**config.mk**
```make
export PLATFORM = sky130hd
export DESIGN_NAME = ws2811_strip_scheduler
export DESIGN_NICKNAME = d
export VERILOG_FILES = /design/src/rtl/ws2811_pkg.sv /design/src/rtl/ws2811_rr_picker.sv /design/src/rtl/ws2811_strip_scheduler.sv
export SDC_FILE = /design/constraint.sdc
export NUM_CORES = 1
export LEC_CHECK = 0
export ABC_AREA = 1
export CORE_ASPECT_RATIO = 0.6
export CORE_UTILIZATION = 50
export DETAILED_ROUTE_END_ITERATION = 7
export PLACE_DENSITY = 0.76
export SYNTH_ARGS = -nofsm -noshare
export SYNTH_HDL_FRONTEND = slang
export SYNTH_SLANG_ARGS = --single-unit
export TNS_END_PERCENT = 20
```
**constraint.sdc**
```tcl
create_clock -name clk_i -period 1.7 [get_ports clk_i]
set_input_delay 0.34 -clock clk_i [delete_from_list [all_inputs] [get_ports clk_i]]
set_output_delay 0.34 -clock clk_i [all_outputs]
set_load 0.01 [all_outputs]
```
**src/rtl/ws2811_pkg.sv**
```systemverilog
// Shared definitions for the WS2811 strip scheduler: FSM encoding and default timing constants.
package ws2811_pkg;

  localparam int STATE_W            = 3;
  localparam int DEF_GAP_CYCLES     = 50;
  localparam int DEF_TIMEOUT_CYCLES = 2000000;

  typedef enum logic [STATE_W-1:0] {
    ST_IDLE   = 3'b000,
    ST_ARB    = 3'b001,
    ST_GAP    = 3'b010,
    ST_RUN    = 3'b011,
    ST_FINISH = 3'b100
  } state_t;

  // Index width for n requesters; a single requester still needs one bit.
  function automatic int idx_width(input int n);
    return (n > 1) ? $clog2(n) : 1;
  endfunction

endpackage

```
**src/rtl/ws2811_rr_picker.sv**
```systemverilog
// Combinational round-robin find-first: lowest pending index at or after rr_ptr, wrapping.
module ws2811_rr_picker
  import ws2811_pkg::*;
#(
  parameter int N_STRIPS = 4,
  parameter int IDX_W    = idx_width(N_STRIPS)
) (
  input  logic [N_STRIPS-1:0] pending_i,
  input  logic [IDX_W-1:0]    rr_ptr_i,
  output logic [IDX_W-1:0]    idx_o,
  output logic                valid_o
);

  localparam int             CW  = IDX_W + 1;
  localparam logic [CW-1:0]  N_C = CW'(N_STRIPS);

  logic [CW-1:0] cand;

  // Walk offsets from the farthest to the nearest so the nearest hit is the one that sticks.
  always_comb begin
    idx_o   = '0;
    valid_o = 1'b0;
    cand    = '0;
    for (int off = N_STRIPS - 1; off >= 0; off--) begin
      cand = {1'b0, rr_ptr_i} + CW'(off);
      if (cand >= N_C) begin
        cand = cand - N_C;
      end
      if (pending_i[cand[IDX_W-1:0]]) begin
        idx_o   = cand[IDX_W-1:0];
        valid_o = 1'b1;
      end
    end
  end

endmodule

```
**src/rtl/ws2811_strip_scheduler.sv**
```systemverilog
// Time-shares one WS2811 array controller across N_STRIPS strips: latches requests, grants
// round-robin, routes the data pin, enables the controller and supervises each frame.
module ws2811_strip_scheduler
  import ws2811_pkg::*;
#(
  parameter int N_STRIPS       = 4,
  parameter int LEDS_PER_STRIP = 64,
  parameter int ADDR_W         = 9,
  parameter int GAP_CYCLES     = DEF_GAP_CYCLES,
  parameter int TIMEOUT_CYCLES = DEF_TIMEOUT_CYCLES
) (
  input  logic                clk_i,
  input  logic                rst_ni,
  input  logic [N_STRIPS-1:0] refresh_req_i,
  input  logic                ctrl_frame_done_i,
  input  logic                clear_err_i,
  output logic                ctrl_enable_o,
  output logic [ADDR_W-1:0]   ctrl_base_addr_o,
  output logic [N_STRIPS-1:0] strip_sel_o,
  output logic [N_STRIPS-1:0] strip_done_o,
  output logic                timeout_err_o,
  output logic                busy_o,
  output logic [N_STRIPS-1:0] pending_o,
  output logic [STATE_W-1:0]  db_estado_o
);

  localparam int IDX_W = idx_width(N_STRIPS);
  localparam int GAP_W = $clog2(GAP_CYCLES + 1);
  localparam int WD_W  = $clog2(TIMEOUT_CYCLES + 1);

  localparam logic [GAP_W-1:0] GAP_LAST = GAP_W'(GAP_CYCLES - 1);
  localparam logic [WD_W-1:0]  WD_LAST  = WD_W'(TIMEOUT_CYCLES - 1);
  localparam logic [IDX_W-1:0] IDX_LAST = IDX_W'(N_STRIPS - 1);

  if (N_STRIPS < 2 || N_STRIPS > 8) begin : g_bad_n_strips
    $error("ws2811_strip_scheduler: N_STRIPS must be within 2..8");
  end
  if (N_STRIPS * LEDS_PER_STRIP > 2 ** ADDR_W) begin : g_bad_addr_w
    $error("ws2811_strip_scheduler: ADDR_W too narrow for N_STRIPS*LEDS_PER_STRIP");
  end
  if (GAP_CYCLES < 1) begin : g_bad_gap
    $error("ws2811_strip_scheduler: GAP_CYCLES must be >= 1");
  end
  if (TIMEOUT_CYCLES < 1) begin : g_bad_timeout
    $error("ws2811_strip_scheduler: TIMEOUT_CYCLES must be >= 1");
  end

  // ---------------------------------------------------------------------------
  // Control unit
  // ---------------------------------------------------------------------------
  state_t state_q, state_d;

  logic [N_STRIPS-1:0] pending_q, pending_d;
  logic [IDX_W-1:0]    rr_ptr_q, rr_ptr_d;
  logic [IDX_W-1:0]    grant_q, grant_d;
  logic [N_STRIPS-1:0] sel_q, sel_d;
  logic [ADDR_W-1:0]   base_q, base_d;
  logic [GAP_W-1:0]    gap_q, gap_d;
  logic [WD_W-1:0]     wd_q, wd_d;
  logic                ok_q, ok_d;
  logic                timeout_err_q, timeout_err_d;

  logic                pick_valid;
  logic [IDX_W-1:0]    pick_idx;
  logic                arb_load;
  logic                run_ok;
  logic                run_to;

  always_ff @(posedge clk_i or negedge rst_ni) begin
    if (!rst_ni) begin
      state_q <= ST_IDLE;
    end else begin
      state_q <= state_d;
    end
  end

  // A frame-done pulse in the same cycle as watchdog expiry is treated as success.
  always_comb begin
    state_d  = state_q;
    arb_load = 1'b0;
    run_ok   = 1'b0;
    run_to   = 1'b0;
    case (state_q)
      ST_IDLE: begin
        if (|pending_q) state_d = ST_ARB;
      end
      ST_ARB: begin
        if (pick_valid) begin
          arb_load = 1'b1;
          state_d  = ST_GAP;
        end else begin
          state_d  = ST_IDLE;
        end
      end
      ST_GAP: begin
        if (gap_q == GAP_LAST) state_d = ST_RUN;
      end
      ST_RUN: begin
        if (ctrl_frame_done_i) begin
          run_ok  = 1'b1;
          state_d = ST_FINISH;
        end else if (wd_q == WD_LAST) begin
          run_to  = 1'b1;
          state_d = ST_FINISH;
        end
      end
      ST_FINISH: begin
        state_d = (|pending_q) ? ST_ARB : ST_IDLE;
      end
      default: begin
        state_d = ST_IDLE;
      end
    endcase
  end

  // ---------------------------------------------------------------------------
  // Datapath
  // ---------------------------------------------------------------------------
  ws2811_rr_picker #(
    .N_STRIPS (N_STRIPS),
    .IDX_W    (IDX_W)
  ) u_picker (
    .pending_i (pending_q),
    .rr_ptr_i  (rr_ptr_q),
    .idx_o     (pick_idx),
    .valid_o   (pick_valid)
  );

  // A request arriving in the granting cycle survives the clear and is served again later.
  always_comb begin
    pending_d     = (pending_q & ~(arb_load ? (N_STRIPS'(1) << pick_idx) : '0)) | refresh_req_i;
    grant_d       = arb_load ? pick_idx : grant_q;
    base_d        = arb_load ? ADDR_W'(int'(pick_idx) * LEDS_PER_STRIP) : base_q;
    sel_d         = sel_q;
    gap_d         = gap_q;
    wd_d          = wd_q;
    ok_d          = ok_q;
    rr_ptr_d      = rr_ptr_q;
    timeout_err_d = run_to ? 1'b1 : (clear_err_i ? 1'b0 : timeout_err_q);

    if (arb_load) begin
      sel_d = N_STRIPS'(1) << pick_idx;
      gap_d = '0;
    end else if (state_q == ST_GAP) begin
      gap_d = gap_q + GAP_W'(1);
    end

    if (state_q == ST_GAP) begin
      wd_d = '0;
    end else if (state_q == ST_RUN) begin
      wd_d = wd_q + WD_W'(1);
    end

    // Drop the data route as the frame ends so FINISH already sees a disconnected pin.
    if (run_ok || run_to) begin
      sel_d = '0;
      ok_d  = run_ok;
    end

    if (state_q == ST_FINISH) begin
      rr_ptr_d = (grant_q == IDX_LAST) ? '0 : grant_q + IDX_W'(1);
    end
  end

  always_ff @(posedge clk_i or negedge rst_ni) begin
    if (!rst_ni) begin
      pending_q     <= '0;
      rr_ptr_q      <= '0;
      grant_q       <= '0;
      sel_q         <= '0;
      base_q        <= '0;
      gap_q         <= '0;
      wd_q          <= '0;
      ok_q          <= 1'b0;
      timeout_err_q <= 1'b0;
    end else begin
      pending_q     <= pending_d;
      rr_ptr_q      <= rr_ptr_d;
      grant_q       <= grant_d;
      sel_q         <= sel_d;
      base_q        <= base_d;
      gap_q         <= gap_d;
      wd_q          <= wd_d;
      ok_q          <= ok_d;
      timeout_err_q <= timeout_err_d;
    end
  end

  assign ctrl_enable_o    = (state_q == ST_RUN);
  assign ctrl_base_addr_o = base_q;
  assign strip_sel_o      = sel_q;
  assign strip_done_o     = ((state_q == ST_FINISH) && ok_q) ? (N_STRIPS'(1) << grant_q) : '0;
  assign timeout_err_o    = timeout_err_q;
  assign busy_o           = (state_q != ST_IDLE);
  assign pending_o        = pending_q;
  assign db_estado_o      = state_q;

endmodule

```
# Yosys cells after proc, flatten, opt, wreduce, memory -nomap -nowiden
# Index checks and enable logic that the tools add are counted.
dict set report word_totals {
  regBits 44
  latchBits 0
  ramBits 0
  rom_bits 0
  inputBits 8
  output_inout_bits 27
  wordCells 97
  n_memories 0
}
dict set report classes {
  add_sub_neg 10
  n_mul 0
  n_div 0
  order_cmp 8
  n_eq_ne 10
  shifts 2
  n_mux 45
  bitwise 3
  reduce_logical 10
}
# operator n
set ops {}
lappend ops {{2-to-1 mux 21 bit} 2}
lappend ops {{adder 21 x 1 -> 21 bit (second input constant)} 1}
lappend ops {{equality test 21 bit (second input constant)} 1}
lappend ops {{2-to-1 mux 2 bit} 10}
lappend ops {{2-to-1 mux 1 bit} 18}
lappend ops {{2-to-1 mux 4 bit} 4}
lappend ops {{case mux 3 bit (5 select lines)} 1}
lappend ops {{less-than comparator 2 x 3 -> 1 bit (second input constant)} 4}
lappend ops {{2-to-1 mux 3 bit} 4}
lappend ops {{2-to-1 mux 6 bit} 2}
lappend ops {{greater-or-equal comparator 3 bit (second input constant)} 3}
lappend ops {{binary-select mux 1 bit (select 2 bit)} 4}
lappend ops {{nonzero test 2 bit} 4}
lappend ops {{<< shifter 1 x 2 -> 4 bit (first input constant)} 2}
lappend ops {{subtractor 2 x 1 -> 2 bit (second input constant)} 4}
lappend ops {{adder 2 x 2 -> 3 bit (second input constant)} 2}
lappend ops {{adder 6 x 1 -> 6 bit (second input constant)} 1}
lappend ops {{equality test 3 x 2 -> 1 bit (second input constant)} 2}
lappend ops {{equality test 6 bit (second input constant)} 1}
lappend ops {{AND 4 bit} 1}
lappend ops {{!= test 2 bit (second input constant)} 2}
lappend ops {{NOT 4 bit} 1}
lappend ops {{bitwise OR 4 bit} 1}
lappend ops {{OR reduction 4 bit} 1}
lappend ops {{other kinds (12)} 12}

# Logic depth before layout (Yosys ltp)
# Gate-level depths: netlist (run 1).
dict set report depth {
  word_depth 15
  depth_mapped 14
  mapped_depth_nobuf 13
}

# Hierarchy
# Synthesis (run 1) repeated with hierarchy kept, for this count alone.
dict set report hier_totals {
  cells_unflattened 384
  area_unflattened_um2 2737.6
}
# module n_inst cells_per_inst area_per_inst_um2 seq_area_each_um2
set by_module_without_submodules {}
lappend by_module_without_submodules {ws2811_strip_scheduler 1 340 2522.4 1101.1}
lappend by_module_without_submodules {ws2811_rr_picker 1 44 215.2 0.0}

# Least setup slack after synthesis (run 1)
# No wires, ideal clock.
dict set report synth_timing {
  path_type {reg2reg}
  startpoint {register wd_q[0]}
  endpoint {register wd_q[12]}
  setup_time_ps 120
  arrival_time_ps 1341
  setup_slack_ps 239
  stages_incl_launch_ff 11
  n_path_buf 0
  synth_period_minus_slack_ps 1461
  path_cell_list {dfrtp_1 -> ha_1 -> nand2_1 -> nor2_4 -> nand3_2 -> nor2_4 -> inv_2 -> nor3_4 -> nand2_1 -> nand2_1 -> a21oi_1}
}
dict set report synth_via {
  elab_chain_len 3
}
# item line_no
set synth_rtl {}
lappend synth_rtl {{from (decl)} ws2811_strip_scheduler.sv:59} ;# logic [WD_W-1:0] wd_q, wd_d;
lappend synth_rtl {{from (signal assigned)} ws2811_strip_scheduler.sv:183} ;# wd_q <= wd_d;
lappend synth_rtl {{adder 21 x 1 -> 21 bit} ws2811_strip_scheduler.sv:151} ;# wd_d = wd_q + WD_W'(1);
lappend synth_rtl {{2-to-1 mux 21 bit} ws2811_strip_scheduler.sv:150} ;# end else if (state_q == ST_RUN) begin
lappend synth_rtl {{2-to-1 mux 21 bit} ws2811_strip_scheduler.sv:148} ;# if (state_q == ST_GAP) begin
# No other way between the ends. The select of a mux whose other input is x is not followed.
# A chain may end at the register's enable or synchronous reset.

# Worst setup path after layout (run 1)
dict set report layout_timing {
  startpoint {register state_q[1] (netlist: db_estado_o[1])}
  endpoint {register wd_q[13]}
}
dict set report layout_via {
  elab_chain_len 2
}
# item line_no
set layout_rtl {}
lappend layout_rtl {{from (decl)} ws2811_strip_scheduler.sv:51} ;# state_t state_q, state_d;
lappend layout_rtl {{from (signal assigned)} ws2811_strip_scheduler.sv:73} ;# state_q <= state_d;
lappend layout_rtl {{equality test 3 x 2 -> 1 bit, on equally long branches} {ws2811_strip_scheduler.sv:148, ws2811_strip_scheduler.sv:150}}
lappend layout_rtl {{2-to-1 mux 21 bit or nonzero test 2 bit (tied branches)} --}
# Several ways; a longest one is shown, not always the timed one.

==> results.json, run 1 <==
{
  "gp_routability_congestion": 0.892,
  "synthesis_stage_register_bit_count": 44,
  "cap_viol_max_count": 0,
  "cts_num_sinks": 44,
  "power_uw": 1890,
  "postPlaceCellArea_mm2": 0.00310,
  "ys_async_sr_fraction_pct": 100,
  "maxSlewViolCount": 0,
  "static-leakage-power_uw": 0.00164,
  "timing.final.hold_violations": 0,
  "routed_via_density": 5.26,
  "crit_family": "simple AND/OR/NAND/NOR gates",
  "layout.cell_area.non_filler_mm2": 0.00338,
  "r2r_setup_slack_ns": 0.03,
  "report.final.setup_viol": 0,
  "grt-busiest-layer": "met1",
  "nNetsFinal": 430,
  "use_met1_pct": 40.8,
  "groute.layer.met2.usage_pct": 34.0,
  "switching_part_of_the_total_pct": 20.6,
  "delay_contributed_by_the_slowest_stage_of_the_critical_path_ns": 0.38,
  "rsz0062_at_grt": "yes",
  "final.min_clock_period_ns": 1.67,
  "finalNonFillerCells": 482,
  "detailedPlace.worstSlack_ns": -0.0415,
  "cpMaxStageDelayCell": "dfrtp_1",
  "numPlacedInstances": 462,
  "routed-via-count": 2537,
  "numPortBuffers": 27,
  "cts_made_buffers": 5,
  "critical_path.startpoint_type": "register",
  "clk_pin_slew_ns": 0.08,
  "cts-htree-levels": 2,
  "power_frac_comb_pct": 2.6,
  "area_delta_synth_final_pct": 26.7,
  "setup.worst_path.class": "reg -> reg",
  "status": "complete, no violations",
  "average_routed_wire_per_standard_cell_um": 13.7,
  "insertion_delay_ns": 0.30,
  "synthCells": 356,
  "mappedNetlistArea_mm2": 0.00267,
  "core_region_area_mm2": 0.00510,
  "yosys_warnings": 0,
  "row_count": 20,
  "cp_common_cell": "buf_6",
  "most_common_cell_after_layout_fill_and_taps_aside": "nand2_1",
  "peakVddDrop_mv": 0.363,
  "postSynthAreaPerCell_um2": 7.50,
  "die_area_mm2": 0.00565,
  "critical_path_capture_point_type": "register",
  "layout.cells.most_common_list": "85 x nand2_1, 48 x inv_1, 41 x dfrtp_1",
  "seq_area_frac_synth_pct": 41.2,
  "via_count_of_the_first_global_routing_pass": 2144,
  "clock_root_buffer": "clkbuf_8",
  "ff2ff_path_depth": 10,
  "initial_cell_density_of_the_core_pct": 52.3,
  "max_fanout_on_critical_path": 5,
  "grt_util_all_layers_pct": 25.0,
  "drtPass1Iterations": 5,
  "detailedPlacementHpwl_mm": 4.77,
  "worstHoldPathType": "in -> async",
  "detail_route.drc_violations": 0,
  "cts_max_path_buffers": 2,
  "clock_power_share_pct": 42.1,
  "grt_antenna_before_repair": 0,
  "final_antenna_net_count": 0,
  "global_route.usage.met3_pct": 4.26,
  "grt_max_degree": 45,
  "p_switching_uw": 390,
  "grt_pass1_wl_mm": 10.5,
  "cts-hold-fix-buffers": 0,
  "die_y_um": 58.6,
  "synthDistinctLibCells": 34,
  "path_cells": "buf_6 -> nand2_4 -> buf_6 -> nor3_4 -> nand2_2 -> nor2_4 -> nand3_4 -> nor2_2 -> nor2_1 -> a21oi_1",
  "number_of_inserted_diodes": 0,
  "synth_flop_cell": "dfrtp_1",
  "final_critical_path_setup_slack_ns": 0.0293,
  "drive_above_1_share_pct": 21.9,
  "fillers": 417,
  "worstPathBufferInverterCount": 2,
  "design.portCount": 35,
  "powerDensity_mw_per_mm2": 559,
  "grt-ovfl-total": 0,
  "holdWs_ns": 0.00433,
  "wl_mm": 6.60,
  "p_int_uw": 1500,
  "data_arrival_time_of_the_critical_path_ns": 1.90,
  "pwr-share-seq_pct": 55.3,
  "die_width_um": 96.3,
  "worstPathRequired_ns": 1.92,
  "max_clock_skew_ns": 0.00924,
  "first_iter_violations": 269,
  "timing.rr.start": "db_estado_o[1]",
  "cts_tree": "built",
  "fmaxAchievable_ghz": 0.599,
  "timing.rr.end": "wd_q[13]",
  "fin_crit_sh_pct": 98.3,
  "synth_edf_count": 0
}
## cells by family (layout without fill, tap and decap cells)
| group | count (synthesis) | count (layout) | synth area share, % |
|---|---|---|---|
| and+or+nand+nor | 195 | 195 | 35.2 |
| other | 1 | 7 | 0.140 |
| DFF | 44 | 44 | 41.2 |
| AOI/OAI and AO/OA | 41 | 41 | 8.53 |
| adders and majority gates | 7 | 7 | 3.28 |
| xor gates and xnor gates | 2 | 2 | 0.656 |
| buffers and inverters | 66 | 120 | 11.0 |
## what timing repair did
action / 4_1_cts / 5_1_grt
resized for setup: 24 / 34
pin swaps: 0 / 13
gates cloned: 0 / 0
setup endpoints to repair: 6 / 29
buffers inserted: 0 / 12
## metrics by stage
stage,util (%),TNS [ns]
final,66.3,0
after global routing,66.3,-0.331
after CTS,62.8,-0.0269
after detailed placement,60.8,-0.139
after global placement,60.8,-0.0218
after floorplan,-,0
## synthesized netlist by cell type (2+ instances only)
| cell type | instances | share of area, % |
|---|---|---|
| a21oi_1 | 18 | 3.4 |
| buf_4 | 9 | 2.5 |
| dfrtp_1 | 44 | 41 |
| ha_1 | 7 | 3.3 |
| inv_1 | 51 | 7.2 |
| inv_2 | 3 | 0.42 |
| nand2_1 | 93 | 13 |
| nand2_2 | 2 | 0.47 |
| nand3_1 | 21 | 3.9 |
| nand3_2 | 5 | 1.9 |
| nand4_1 | 13 | 3.0 |
| nor2_1 | 36 | 5.1 |
| nor2_4 | 3 | 1.3 |
| nor3_1 | 11 | 2.1 |
| nor3_2 | 3 | 1.1 |
| nor3_4 | 3 | 1.8 |
| o21ai_0 | 14 | 2.6 |
| o21ai_1 | 3 | 0.56 |
| xor2_1 | 2 | 0.66 |
## per-layer routing
| metal | up-vias | routed length (um) |
|---|---|---|
| li1 | 1253 | - |
| met1 | 1180 | 3410 |
| met2 | 97 | 2740 |
| met3 | 7 | 393 |
| met4 | 0 | 51 |
| met5 | - | 0 |
## power groups by stage
stage | sequential (uW) | clock (uW) | combinational [uW]
2_1_floorplan | 1070 | 0 | 20.3
3_3_place_gp | 1070 | 0 | 50.1
3_5_place_dp | 1070 | 0 | 50.7
4_1_cts | 1050 | 808 | 50.7
5_1_grt | 1050 | 858 | 56.8
6_report | 1050 | 796 | 48.8
## layout make-up
class	instances	area (um^2)	share of cell area [%]
tap	66	82.6	2.44
multi-input combinational	252	1390	41.2
clock inverter	2	35.0	1.04
sequential	44	1100	32.7
inverter	55	209	6.18
clock buffer	6	72.6	2.14
timing repair buffer	57	485	14.3
## worst max-delay path by stage
stage                         from              end  slack [ns]  depth (start not counted)
floorplan                  wd_q[0]         wd_q[12]        0.24                         10
global placement    db_estado_o[1]  strip_done_o[0]       -0.02                          6
detailed placement  db_estado_o[1]  strip_done_o[0]       -0.04                          6
CTS                 db_estado_o[0]           busy_o       -0.03                          4
global route        db_estado_o[1]         wd_q[13]       -0.11                         10
finish              db_estado_o[1]         wd_q[13]        0.03                         10
## sequential cells by signal, summed over array words and instances, names as in the netlist
signal,cells
wd_q,21
gap_q,6
pending_o,4
strip_sel_o,4
db_estado_o,3
grant_q,2
rr_ptr_q,2
ok_q,1
timeout_err_o,1
(Power assumes the default switching activity.)
==> inputs of run 2 (changes only) <==
--- a/config.mk
+++ b/config.mk
@@ -6,10 +6,12 @@
 export NUM_CORES = 1
 export LEC_CHECK = 0
 export ABC_AREA = 1
+export CELL_PAD_IN_SITES_DETAIL_PLACEMENT = 0
+export CELL_PAD_IN_SITES_GLOBAL_PLACEMENT = 1
 export CORE_ASPECT_RATIO = 0.6
-export CORE_UTILIZATION = 50
+export CORE_UTILIZATION = 40
 export DETAILED_ROUTE_END_ITERATION = 7
-export PLACE_DENSITY = 0.76
+export PLACE_DENSITY = 0.82
 export SYNTH_ARGS = -nofsm -noshare
 export SYNTH_HDL_FRONTEND = slang
 export SYNTH_SLANG_ARGS = --single-unit
==> run 2 against run 1 <==
The run now ends with negative setup slack left. Die area rose by 24%. Worst setup slack worse by 0.037 ns. Highest routed layer unchanged. Via count shrank 4.1%. First-iteration DRC count down 26%. Clock-buffer cell count stayed put. Largest power group unchanged. Sequential cell count is the same. Largest cell class unchanged. Global-route usage down 4.2 points.
==> results.json, run 2 (synthesized netlist as in run 1, its figures left out) <==
{
  "detailedPlacementHpwl_mm": 5.23,
  "routed-via-count": 2434,
  "grt_pass1_wl_mm": 11.0,
  "fmaxAchievable_ghz": 0.586,
  "cap_viol_max_count": 0,
  "critical_path_capture_point_type": "output port",
  "cpMaxStageDelayCell": "dfrtp_1",
  "area_delta_synth_final_pct": 27.7,
  "setup.worst_path.class": "reg -> out",
  "clk_pin_slew_ns": 0.10,
  "drtPass1Iterations": 4,
  "worstHoldPathType": "in -> async",
  "startpoint": "db_estado_o[1]",
  "cts_tree": "built",
  "numPortBuffers": 27,
  "timing.final.hold_violations": 0,
  "initial_cell_density_of_the_core_pct": 42.5,
  "holdWs_ns": 0.505,
  "number_of_inserted_diodes": 0,
  "max_clock_skew_ns": 0.0136,
  "worstPathRequired_ns": 1.36,
  "status": "finished with violations",
  "static-leakage-power_uw": 0.00162,
  "final.min_clock_period_ns": 1.71,
  "average_routed_wire_per_standard_cell_um": 13.3,
  "detail_route.drc_violations": 0,
  "largest-register": "wd_q",
  "routed_via_density": 4.80,
  "fin_crit_sh_pct": 100,
  "maxSlewViolCount": 0,
  "die_y_um": 65.3,
  "power_uw": 1800,
  "ff2ff_path_depth": 11,
  "critical_path.startpoint_type": "register",
  "worst_setup_path_endpoint": "strip_done_o[2]",
  "biggestRegsByFlops": "wd_q: 21 flops, gap_q: 6 flops",
  "most_common_cell_after_layout_fill_and_taps_aside": "nand2_1",
  "violated_checks": "negative setup slack",
  "cts_num_sinks": 44,
  "timing.rr.start": "db_estado_o[2]",
  "report.final.setup_viol": 1,
  "cts-htree-levels": 2,
  "clock_root_buffer": "clkbuf_8",
  "design.portCount": 35,
  "cts_made_buffers": 5,
  "final_critical_path_setup_slack_ns": -0.00735,
  "drive_above_1_share_pct": 22.2,
  "row_count": 22,
  "rsz0062_at_grt": "yes",
  "r2r_setup_slack_ns": 0.02,
  "cts_max_path_buffers": 2,
  "largest_reg_flops": 21,
  "fillers": 614,
  "die_area_mm2": 0.00702,
  "timing.rr.end": "wd_q[12]",
  "grt_util_all_layers_pct": 20.8,
  "gp_routability_congestion": 0.912,
  "first_iter_violations": 199,
  "multi_input_comb_area_mm2": 0.00136,
  "utilization_pct": 54.3,
  "setup-tns-final_ns": -0.00735,
  "max_fanout_on_critical_path": 4,
  "powerDensity_mw_per_mm2": 528,
  "core_region_area_mm2": 0.00628,
  "wl_mm": 6.72,
  "detailedPlace.worstSlack_ns": -0.0511,
  "grt_antenna_before_repair": 0,
  "nNetsFinal": 437,
  "layout.cells.most_common_list": "85 x nand2_1, 50 x inv_1, 40 x dfrtp_1",
  "peakVddDrop_mv": 0.307,
  "via_count_of_the_first_global_routing_pass": 2173,
  "insertion_delay_ns": 0.30,
  "grt_max_degree": 21,
  "die_width_um": 107,
  "grt-ovfl-total": 0,
  "layout.area.seq_mm2": 0.00111,
  "data_arrival_time_of_the_critical_path_ns": 1.37,
  "path_cells": "nor2_2 -> nand2_1 -> inv_1 -> nand2_2 -> nor2_1 -> clkdlybuf4s15_2",
  "delay_contributed_by_the_slowest_stage_of_the_critical_path_ns": 0.41,
  "final_antenna_net_count": 0
}
==> run 2: stage by stage <==
stage / cells / instance area (um^2)
after floorplan: 362 / 2690
after detailed placement: 487 / 3170
after global placement: 487 / 3170
after global routing: 507 / 3410
final: 507 / 3410
after CTS: 496 / 3280
==> run 2: worst min path at each step <==
| stage | to | cells past startpoint |
|---|---|---|
| 3_5_place_dp | wd_q[13] | 1 |
| 3_3_place_gp | wd_q[13] | 1 |
| 4_1_cts | wd_q[13] | 2 |
| 6_report | wd_q[13] | 2 |
| 5_1_grt | wd_q[13] | 2 |
| 2_1_floorplan | db_estado_o[0] | 0 |
==> run 2: area by class of cell <==
cell class | count | area share, %
flip-flops and latches | 44 | 32.4
clock inverters | 2 | 0.440
repair buffers | 64 | 15.7
inverters | 55 | 6.13
multi-input cells | 252 | 39.8
well taps | 84 | 3.08
clock buffers | 6 | 2.42
==> run 2: report_power, final <==
group | internal (uW) | switching, uW | total (uW)
clock | 330 | 377 | 707
combinational | 18.1 | 31.1 | 49.2
sequential | 1050 | 0.0000000000000359 | 1050
total | 1390 | 409 | 1800
==> run 2: routing by layer <==
metal  vias up  track usage [%]  part of all wire (%)
met4         0             3.60                  0.52
li1       1257                -                     -
met1      1108             35.4                    58
met5         -                0                     0
met3         2             3.57                   6.3
met2        67             26.1                    35
==> run 2: critical path, delay by kind of cell (launching register included) <==
family                 cells  cell delay [ns]
buffers and inverters      2             0.30
and+or+nand+nor            4             0.36
DFF                        1             0.41
==> run 2: what timing repair did <==
item	CTS	global route
hold endpoints to repair	9	0
setup endpoints to repair	7	28
setup buffers	0	11
cloned	0	0
pin swaps	0	7
hold buffers	1	0
resized for setup	17	31
